### src/rtl/misc_pkg.sv
// misc_pkg: shared types for the Misc datapath scheduler.
// State encoding, operand bundle and datapath width.
`ifndef MISC_OPERAND_T
`define MISC_OPERAND_T(WID) struct packed { logic [(WID)-1:0] a; logic [(WID)-1:0] b; logic [(WID)-1:0] c; }
`endif

package misc_pkg;

    localparam int MISC_W = 8;

    typedef enum logic [1:0] {
        IDLE = 2'd0,
        EXEC = 2'd1,
        RESP = 2'd2
    } state_t;

endpackage

### src/rtl/misc_share_ctrl_rr_arbiter.sv
// rr_arbiter: round-robin priority select.
// Searches from rr_ptr+1 upward, wrapping modulo NREQ.
module rr_arbiter #(
    parameter int NREQ = 4,
    parameter int IDW  = $clog2(NREQ)
) (
    input  logic [NREQ-1:0] req_valid,
    input  logic [IDW-1:0]  rr_ptr,
    output logic [NREQ-1:0] grant,
    output logic [IDW-1:0]  grant_idx,
    output logic            grant_any
);

    // Walk from the farthest slot back to the nearest so the nearest wins.
    always_comb begin
        int idx;
        idx       = 0;
        grant     = '0;
        grant_idx = '0;
        grant_any = 1'b0;
        for (int k = NREQ; k >= 1; k--) begin
            idx = int'(rr_ptr) + k;
            if (idx >= NREQ) idx = idx - NREQ;
            if (req_valid[IDW'(idx)]) begin
                grant              = '0;
                grant[IDW'(idx)]   = 1'b1;
                grant_idx          = IDW'(idx);
                grant_any          = 1'b1;
            end
        end
    end

endmodule

### src/rtl/misc_share_ctrl.sv
// misc_share_ctrl: shares one Misc datapath among NREQ requesters.
// Grants round-robin, waits LATENCY cycles, returns both results.
module misc_share_ctrl
    import misc_pkg::*;
#(
    parameter int NREQ    = 4,
    parameter int W       = MISC_W,
    parameter int LATENCY = 0,
    parameter int IDW     = $clog2(NREQ)
) (
    input  logic              CLK,
    input  logic              RST_N,
    input  logic [NREQ-1:0]   REQ_VALID,
    output logic [NREQ-1:0]   REQ_READY,
    input  logic [NREQ*W-1:0] REQ_A,
    input  logic [NREQ*W-1:0] REQ_B,
    input  logic [NREQ*W-1:0] REQ_C,
    output logic [W-1:0]      M_A,
    output logic [W-1:0]      M_B,
    output logic [W-1:0]      M_C,
    input  logic [W-1:0]      M_X1,
    input  logic [W-1:0]      M_X2,
    output logic              RSP_VALID,
    input  logic              RSP_READY,
    output logic [IDW-1:0]    RSP_ID,
    output logic [W-1:0]      RSP_X1,
    output logic [W-1:0]      RSP_X2,
    output logic [15:0]       OP_COUNT,
    output logic              BUSY
);

    localparam int CW = (LATENCY > 0) ? $clog2(LATENCY + 1) : 1;

    typedef `MISC_OPERAND_T(W) operand_t;

    state_t          state_q, state_d;
    logic [CW-1:0]   cnt_q, cnt_d;
    operand_t        ops_q, ops_d;
    logic [IDW-1:0]  id_q, id_d;
    logic [W-1:0]    x1_q, x1_d;
    logic [W-1:0]    x2_q, x2_d;
    logic [IDW-1:0]  ptr_q, ptr_d;
    logic [15:0]     nops_q, nops_d;
    logic [NREQ-1:0] ready_d;

    logic [NREQ-1:0] gnt;
    logic [IDW-1:0]  gnt_idx;
    logic            gnt_any;

    logic [W-1:0]    a_arr [NREQ];
    logic [W-1:0]    b_arr [NREQ];
    logic [W-1:0]    c_arr [NREQ];

    rr_arbiter #(
        .NREQ (NREQ),
        .IDW  (IDW)
    ) u_arb (
        .req_valid (REQ_VALID),
        .rr_ptr    (ptr_q),
        .grant     (gnt),
        .grant_idx (gnt_idx),
        .grant_any (gnt_any)
    );

    // Unpack the flat operand buses into per-requester slots.
    always_comb begin
        for (int i = 0; i < NREQ; i++) begin
            a_arr[i] = REQ_A[i*W +: W];
            b_arr[i] = REQ_B[i*W +: W];
            c_arr[i] = REQ_C[i*W +: W];
        end
    end

    // Next-state and datapath update for the IDLE/EXEC/RESP sequence.
    always_comb begin
        state_d = state_q;
        cnt_d   = cnt_q;
        ops_d   = ops_q;
        id_d    = id_q;
        x1_d    = x1_q;
        x2_d    = x2_q;
        ptr_d   = ptr_q;
        nops_d  = nops_q;
        ready_d = '0;
        unique case (state_q)
            IDLE: begin
                if (gnt_any) begin
                    ready_d = gnt;
                    ops_d.a = a_arr[gnt_idx];
                    ops_d.b = b_arr[gnt_idx];
                    ops_d.c = c_arr[gnt_idx];
                    id_d    = gnt_idx;
                    ptr_d   = gnt_idx;
                    cnt_d   = CW'(LATENCY);
                    state_d = EXEC;
                end
            end
            EXEC: begin
                if (cnt_q != '0) begin
                    cnt_d = cnt_q - CW'(1);
                end else begin
                    x1_d    = M_X1;
                    x2_d    = M_X2;
                    state_d = RESP;
                end
            end
            RESP: begin
                if (RSP_READY) begin
                    nops_d  = nops_q + 16'd1;
                    state_d = IDLE;
                end
            end
            default: state_d = IDLE;
        endcase
    end

    // State and datapath registers; reset hands requester 0 first priority.
    always_ff @(posedge CLK or negedge RST_N) begin
        if (!RST_N) begin
            state_q <= IDLE;
            cnt_q   <= '0;
            ops_q   <= '0;
            id_q    <= '0;
            x1_q    <= '0;
            x2_q    <= '0;
            ptr_q   <= IDW'(NREQ - 1);
            nops_q  <= '0;
        end else begin
            state_q <= state_d;
            cnt_q   <= cnt_d;
            ops_q   <= ops_d;
            id_q    <= id_d;
            x1_q    <= x1_d;
            x2_q    <= x2_d;
            ptr_q   <= ptr_d;
            nops_q  <= nops_d;
        end
    end

    assign REQ_READY = ready_d & {NREQ{RST_N}};
    assign M_A       = ops_q.a;
    assign M_B       = ops_q.b;
    assign M_C       = ops_q.c;
    assign RSP_VALID = (state_q == RESP);
    assign RSP_ID    = id_q;
    assign RSP_X1    = x1_q;
    assign RSP_X2    = x2_q;
    assign OP_COUNT  = nops_q;
    assign BUSY      = (state_q != IDLE);

endmodule

### config.mk
export PLATFORM = sky130hd
export DESIGN_NAME = misc_share_ctrl
export DESIGN_NICKNAME = d
export VERILOG_FILES = /design/src/rtl/misc_pkg.sv /design/src/rtl/misc_share_ctrl_rr_arbiter.sv /design/src/rtl/misc_share_ctrl.sv
export SDC_FILE = /design/constraint.sdc
export NUM_CORES = 1
export LEC_CHECK = 0
export CAP_MARGIN = 30
export CORE_MARGIN = 3
export CORE_UTILIZATION = 37
export CTS_CLUSTER_DIAMETER = 50
export CTS_CLUSTER_SIZE = 25
export DETAILED_ROUTE_END_ITERATION = 7
export PLACE_DENSITY = 0.7
export SLEW_MARGIN = 20
export SYNTH_ARGS = -nofsm -noshare
export SYNTH_HDL_FRONTEND = slang
export SYNTH_SLANG_ARGS = --single-unit
export TNS_END_PERCENT = 20
### constraint.sdc
create_clock -name CLK -period 8.6 [get_ports CLK]
set_clock_uncertainty 0.05 [all_clocks]
set_input_delay 0.86 -clock CLK [delete_from_list [all_inputs] [get_ports CLK]]
set_output_delay 0.86 -clock CLK [all_outputs]
set_load 0.02 [all_outputs]
# Yosys cells after proc, flatten, opt, wreduce, memory -nomap -nowiden
# Cells that the tools add are included.
[word_totals]
regBits = 63
inputBits = 119
[op_classes]
add_sub_neg = 10
order_cmp = 13
eq_ne = 5
n_mux = 54
bitwise_logic = 3
n_reduce_logical = 12
[op_table]
columns = ["cell", "count"]
rows = [
  ["8-bit binary-select mux with 2-bit select", 3],
  ["8-bit 2-to-1 mux", 6],
  ["4-bit 2-to-1 mux", 6],
  ["2-bit 2-to-1 mux", 11],
  ["1-bit 2-to-1 mux", 18],
  ["16-bit by 1-bit adder with 16-bit output, second input constant", 1],
  ["2-bit by 4-bit < comparator with 1-bit output, second input constant", 4],
  ["3-bit >= comparator, second input constant", 4],
  ["1-bit binary-select mux with 2-bit select", 4],
  ["1-bit demux with 2-bit select", 4],
  ["2-bit by 1-bit >= comparator with 1-bit output, second input constant", 4],
  ["2-bit AND reduction", 4],
  ["2-bit by 1-bit subtractor with 2-bit output, second input constant", 4],
  ["2-bit by 2-bit adder with 3-bit output, second input constant", 2],
  ["2-bit one-hot mux with 3 select lines", 1],
  ["2-bit by 3-bit adder with 4-bit output, second input constant", 1],
  ["4-bit AND", 1],
  ["4-bit by 3-bit >= comparator with 1-bit output, second input constant", 1],
  ["1-bit logical AND", 4],
  ["2-bit inequality test, second input constant", 2],
  ["2-bit nonzero test", 2],
  ["2-bit by 1-bit adder with 3-bit output, second input constant", 1],
  ["2-bit inverter with 3-bit output", 1],
  ["3-bit AND reduction", 1],
  ["7 further kinds", 7],
]

# Depth between registers and ports, before layout
[logic_depth]
depth_word = 14
depth_mapped = 13
ltp_nobuf = 8

# Modules after synthesis
# From an unflattened synthesis, not the netlist that was laid out.
[unflattened]
hier_cells = 256
area_unflattened_um2 = 3624.7
[by_module_without_submodules]
columns = ["mod", "n_inst", "cells_per_inst", "area_per_inst_um2", "seq_area_each_um2"]
rows = [
  ["misc_share_ctrl", 1, 203, 3159.3, 1554.0],
  ["rr_arbiter", 1, 53, 465.4, 0.0],
]

# Worst setup path before layout
# No wires, ideal clock.
[synth_timing]
path_type = "reg2out"
start = "register ptr_q[0]"
end = "output port REQ_READY[2]"
arrival_time_ps = 2934
t_required_ps = 7690
path_slack_ps = 4756
stages_incl_launch_ff = 13
cell_sequence = "dfstp_2 > buf_6 > buf_2 > inv_2 > clkbuf_1 > ha_1 > clkbuf_1 > mux4_2 > nor2b_2 > o21a_1 > a221o_1 > a22oi_1 > nor2_1"
[synth_between]
elab_chain_cells = 14
[synth_rtl]
columns = ["item", "line", "source"]
rows = [
  ["start: declaration", "misc_share_ctrl.sv:42", "logic [IDW-1:0] ptr_q, ptr_d;"],
  ["start signal: assignment", "misc_share_ctrl.sv:126", "ptr_q <= IDW'(NREQ - 1);"],
  ["start signal: assignment", "misc_share_ctrl.sv:135", "ptr_q <= ptr_d;"],
  ["2-bit by 3-bit adder with 4-bit output", "misc_share_ctrl_rr_arbiter.sv:22", "idx = int'(rr_ptr) + k;"],
  ["4-bit by 3-bit >= comparator with 1-bit output / 2-bit by 1-bit subtractor with 2-bit output (equally long branches)", "misc_share_ctrl_rr_arbiter.sv:23", "if (idx >= NREQ) idx = idx - NREQ;"],
  ["2-bit 2-to-1 mux", "misc_share_ctrl_rr_arbiter.sv:23", ""],
  ["2-bit by 4-bit < comparator with 1-bit output (not written as such) / 2-bit by 1-bit >= comparator with 1-bit output (equally long branches)", "misc_share_ctrl_rr_arbiter.sv:26", "grant[IDW'(idx)] = 1'b1;"],
  ["1-bit logical AND (not written as such)", "misc_share_ctrl_rr_arbiter.sv:26", ""],
  ["1-bit 2-to-1 mux (not written as such)", "misc_share_ctrl_rr_arbiter.sv:26", ""],
  ["1-bit demux with 2-bit select", "-", ""],
  ["4-bit 2-to-1 mux (4 in series)", "misc_share_ctrl_rr_arbiter.sv:24", "if (req_valid[IDW'(idx)]) begin"],
  ["4-bit 2-to-1 mux *", "misc_share_ctrl.sv:87", "if (gnt_any) begin"],
  ["4-bit 2-to-1 mux *", "misc_share_ctrl.sv:85", "unique case (state_q)"],
  ["4-bit AND *", "misc_share_ctrl.sv:140", "assign REQ_READY = ready_d & {NREQ{RST_N}};"],
  ["end: declaration", "misc_share_ctrl.sv:14", "output logic [NREQ-1:0] REQ_READY,"],
]
# Mark *: on every way between the ends. The rest lies on a longest branch, timed or not. The select of a mux whose other input is x is not followed.

# Worst setup path in the final report
[layout_timing]
start = "input port REQ_VALID[0]"
end = "output port REQ_READY[0]"
[layout_between]
elab_chain_cells = 10
[layout_rtl]
columns = ["item", "line", "source"]
rows = [
  ["start: declaration", "misc_share_ctrl.sv:13", "input logic [NREQ-1:0] REQ_VALID,"],
  ["1-bit binary-select mux with 2-bit select", "misc_share_ctrl_rr_arbiter.sv:24", ""],
  ["1-bit 2-to-1 mux (not written as such) (2 in series)", "misc_share_ctrl_rr_arbiter.sv:24", ""],
  ["4-bit 2-to-1 mux / 1-bit 2-to-1 mux (equally long branches) (4 in series)", "misc_share_ctrl_rr_arbiter.sv:24", ""],
  ["4-bit 2-to-1 mux *", "misc_share_ctrl.sv:87", ""],
  ["4-bit 2-to-1 mux *", "misc_share_ctrl.sv:85", ""],
  ["4-bit AND *", "misc_share_ctrl.sv:140", ""],
]
# Marks and branches as above.

==> results.ini <==
[setup_path]
cp-end-kind = output port
crit_arrival_ns = 3.78
crit_start = REQ_VALID[0]
critPathKind = input pin to output port
critPathMaxFanout = 29
ff2ff_path_depth = 9
cp.required_ns = 7.69
start_kind = input pin
regToRegStartpoint = ptr_q[0]
r2r_setup_slack_ns = 5.06

[floorplan]
rows = 36
die-area_mm2 = 0.0116
die_w_um = 108
die_h_um = 108
design.core.area_mm2 = 0.00991
initial_utilization_pct = 38.5
ioPinCount = 183

[finish]
final_common_cell = clkdlybuf4s50_1
num_antenna_cells = 0
fill_cells = 835
nets = 682
instances_no_fill = 693
post_route_cells_drive_above_1_share_pct = 10.9
syn_to_final_growth_pct = 55.5
multi_input_area_mm2 = 0.00209
fin_util_pct = 59.9
seqCellArea_mm2 = 0.00155
mostFrequentLayoutCells = 181 x clkdlybuf4s50_1, 60 x dfrtp_1, 39 x nand2_1

[worst_hold_path]
worstHoldStart = RSP_ID[0]
hold_path.class = register to register
holdPathStages = 2

[cts]
cts.sinks = 62
numCtsBuffers = 9
clk_latency_ns = 0.34
ctsLongestPathBuffers = 2
cts-root-buf = clkbuf_8
cts_setup_buffers = 0
cts_resized = 0
h-tree-depth = 3
tritoncts = yes
ctsHoldBuffers = 0
clkSlewWorstSetupHoldPaths_ns = 0.07

[drt]
drtAntennaViolNets = 0
drtPass1Iterations = 4
routed_wirelength_um = 11700
drc = 0
drt_iter0_markers = 147
avgRoutedWirePerCell_um = 16.8
vias = 3631
viasPerCell = 5.24

[yosys]
yosysSeqAreaShare_pct = 40.7
async_flop_share_pct = 100
synth.area.top_cells = dfrtp_1 39%, mux2i_1 7.1%, mux2_2 5.9%, nand2_1 3.8%, nor2_1 3.7%
ys_types = 50
synth-seq-cells = 62
synth_area_mm2 = 0.00382
syn_nets = 513
post_synth.cell_area_avg_um2 = 9.89
ys.flop_type = dfrtp_1
ys_warn_count = 0
synth_top_area_share_pct = 39.3
synth_top_cell_by_area = dfrtp_1
syn_inst = 386
synth_edf_count = 0

[placed_design]
portBuffers = 182
hpwl_um = 8920
routabilityCongestion = 0.871
pre_cts_slack_ns = 3.88
placedCellCount = 676

[timing]
report.final.slew_viol_count = 0
period_share_pct = 54.6
rsz0062_at_grt = no
final.setup.tns_ns = 0
fmax_mhz = 213
fin_ws_ns = 3.91
worst_slew_pin_slew_ns = 0.926
maxSlewHeadroom_pct = 38.1
final_hold_viol_count = 0
period_needed_ns = 4.69
setup_viol = 0

[global_route]
antenna_found_initial = 1
grt_pass1_wl_um = 17800
grt_pass1_vias = 3441
track_usage_pct = 19.5
overflow = 0
grt_max_degree = 63

[power_and_ir_drop]
pwr-share-clk_pct = 13.3
irDropWorstVdd_uv = 240
power_density_mw_per_mm2 = 374
p_leak_nw = 2.46
p_int_mw = 1.26
p_seq_share_pct = 23.2
p_switching_mw = 0.958
swShare_pct = 43.2
pwr-share-comb_pct = 63.5

[run]
cap_violations = 0

[run_status]
outcome = finished clean

power groups by stage:
stage	Sequential, mW	Clock (mW)	Combinational (mW)
finish	0.515	0.295	1.41
global route	0.531	0.319	1.52
CTS	0.514	0.305	1.40
detailed placement	0.520	0	1.40
global placement	0.514	0	1.36
floorplan	0.629	0	0.821
final timing paths:
kind / to
setup / recovery: REQ_READY[0]
hold / removal: RSP_ID[0]
setup reg to reg: M_A[7]
hold reg to reg: RSP_ID[0]
max in group asynchronous: M_C[3]
min in group asynchronous: M_B[7]
flip-flops by register name, summed over array words and instances, names as in the netlist:
signal	count
RSP_X1	8
state_q	2
ptr_q	2
M_B	8
OP_COUNT	16
RSP_X2	8
M_A	8
RSP_ID	2
M_C	8
per-stage QoR:
stage / hold slack [ns] / total power [mW] / cell area, µm²
after floorplan: 0.504 / 1.45 / 3820
after global routing: 0.465 / 2.37 / 5930
after global placement: 0.409 / 1.87 / 5660
final: 0.442 / 2.22 / 5930
after CTS: 0.441 / 2.22 / 5910
after detailed placement: 0.415 / 1.92 / 5670
kinds of logic (layout without fill, tap and decap cells):
logic type / Yosys count / count (layout) / share of synthesized area (%)
AOI/OAI and AO/OA: 78 / 78 / 16.2
xor gates and xnor gates: 15 / 15 / 3.44
adders and majority gates: 8 / 8 / 2.62
buffers and inverters: 33 / 207 / 4.49
DFF: 62 / 62 / 40.7
muxes: 51 / 51 / 15.1
and+or+nand+nor: 139 / 139 / 17.4
metal layers:
layer	wire length (µm)	vias up	track usage [%]	share of wire [%]
met1	4900	1709	25.1	42
met4	111	2	4.24	0.95
met5	13	-	0	0.11
li1	-	1752	-	-
met3	941	11	5.70	8.1
met2	5710	157	32.4	49
worst max-delay path, stage by stage:
cell and delay, ns:
clkdlybuf4s50_1 0.57, nor4_1 0.36, or2_2 0.48, clkinv_1 0.55
nand2_1 0.33, nor2_1 0.08, clkdlybuf4s50_1 0.55
synth_stat cells, types with 2 or more instances:
| cell type | n |
|---|---|
| dfrtp_1 | 60 |
| nand2_1 | 39 |
| nor2_1 | 38 |
| mux2i_1 | 27 |
| nor3_1 | 23 |
| mux2_2 | 20 |
| a221o_1 | 14 |
| and3_1 | 14 |
| a211oi_1 | 13 |
| buf_2 | 11 |
| clkbuf_1 | 11 |
| xnor2_1 | 11 |
| o21ai_1 | 10 |
| o221a_1 | 10 |
| ha_1 | 8 |
| o21ai_0 | 8 |
| a21oi_1 | 7 |
| nand3_1 | 6 |
| a221oi_1 | 4 |
| buf_6 | 4 |
| nand4_1 | 4 |
| xor2_1 | 4 |
| a22oi_1 | 3 |
| inv_1 | 3 |
| mux4_2 | 3 |
| nand2b_1 | 3 |
| or2_2 | 3 |
| a22oi_2 | 2 |
| dfstp_2 | 2 |
area by class of cell:
type | instances | area share (%)
repair buffers | 186 | 31.5
clock inverters | 5 | 1.37
inverters | 5 | 0.316
flip-flops and latches | 62 | 26.2
well taps | 133 | 2.80
clock buffers | 11 | 2.55
multi-input cells | 291 | 35.3
(Power assumes the default switching activity.)
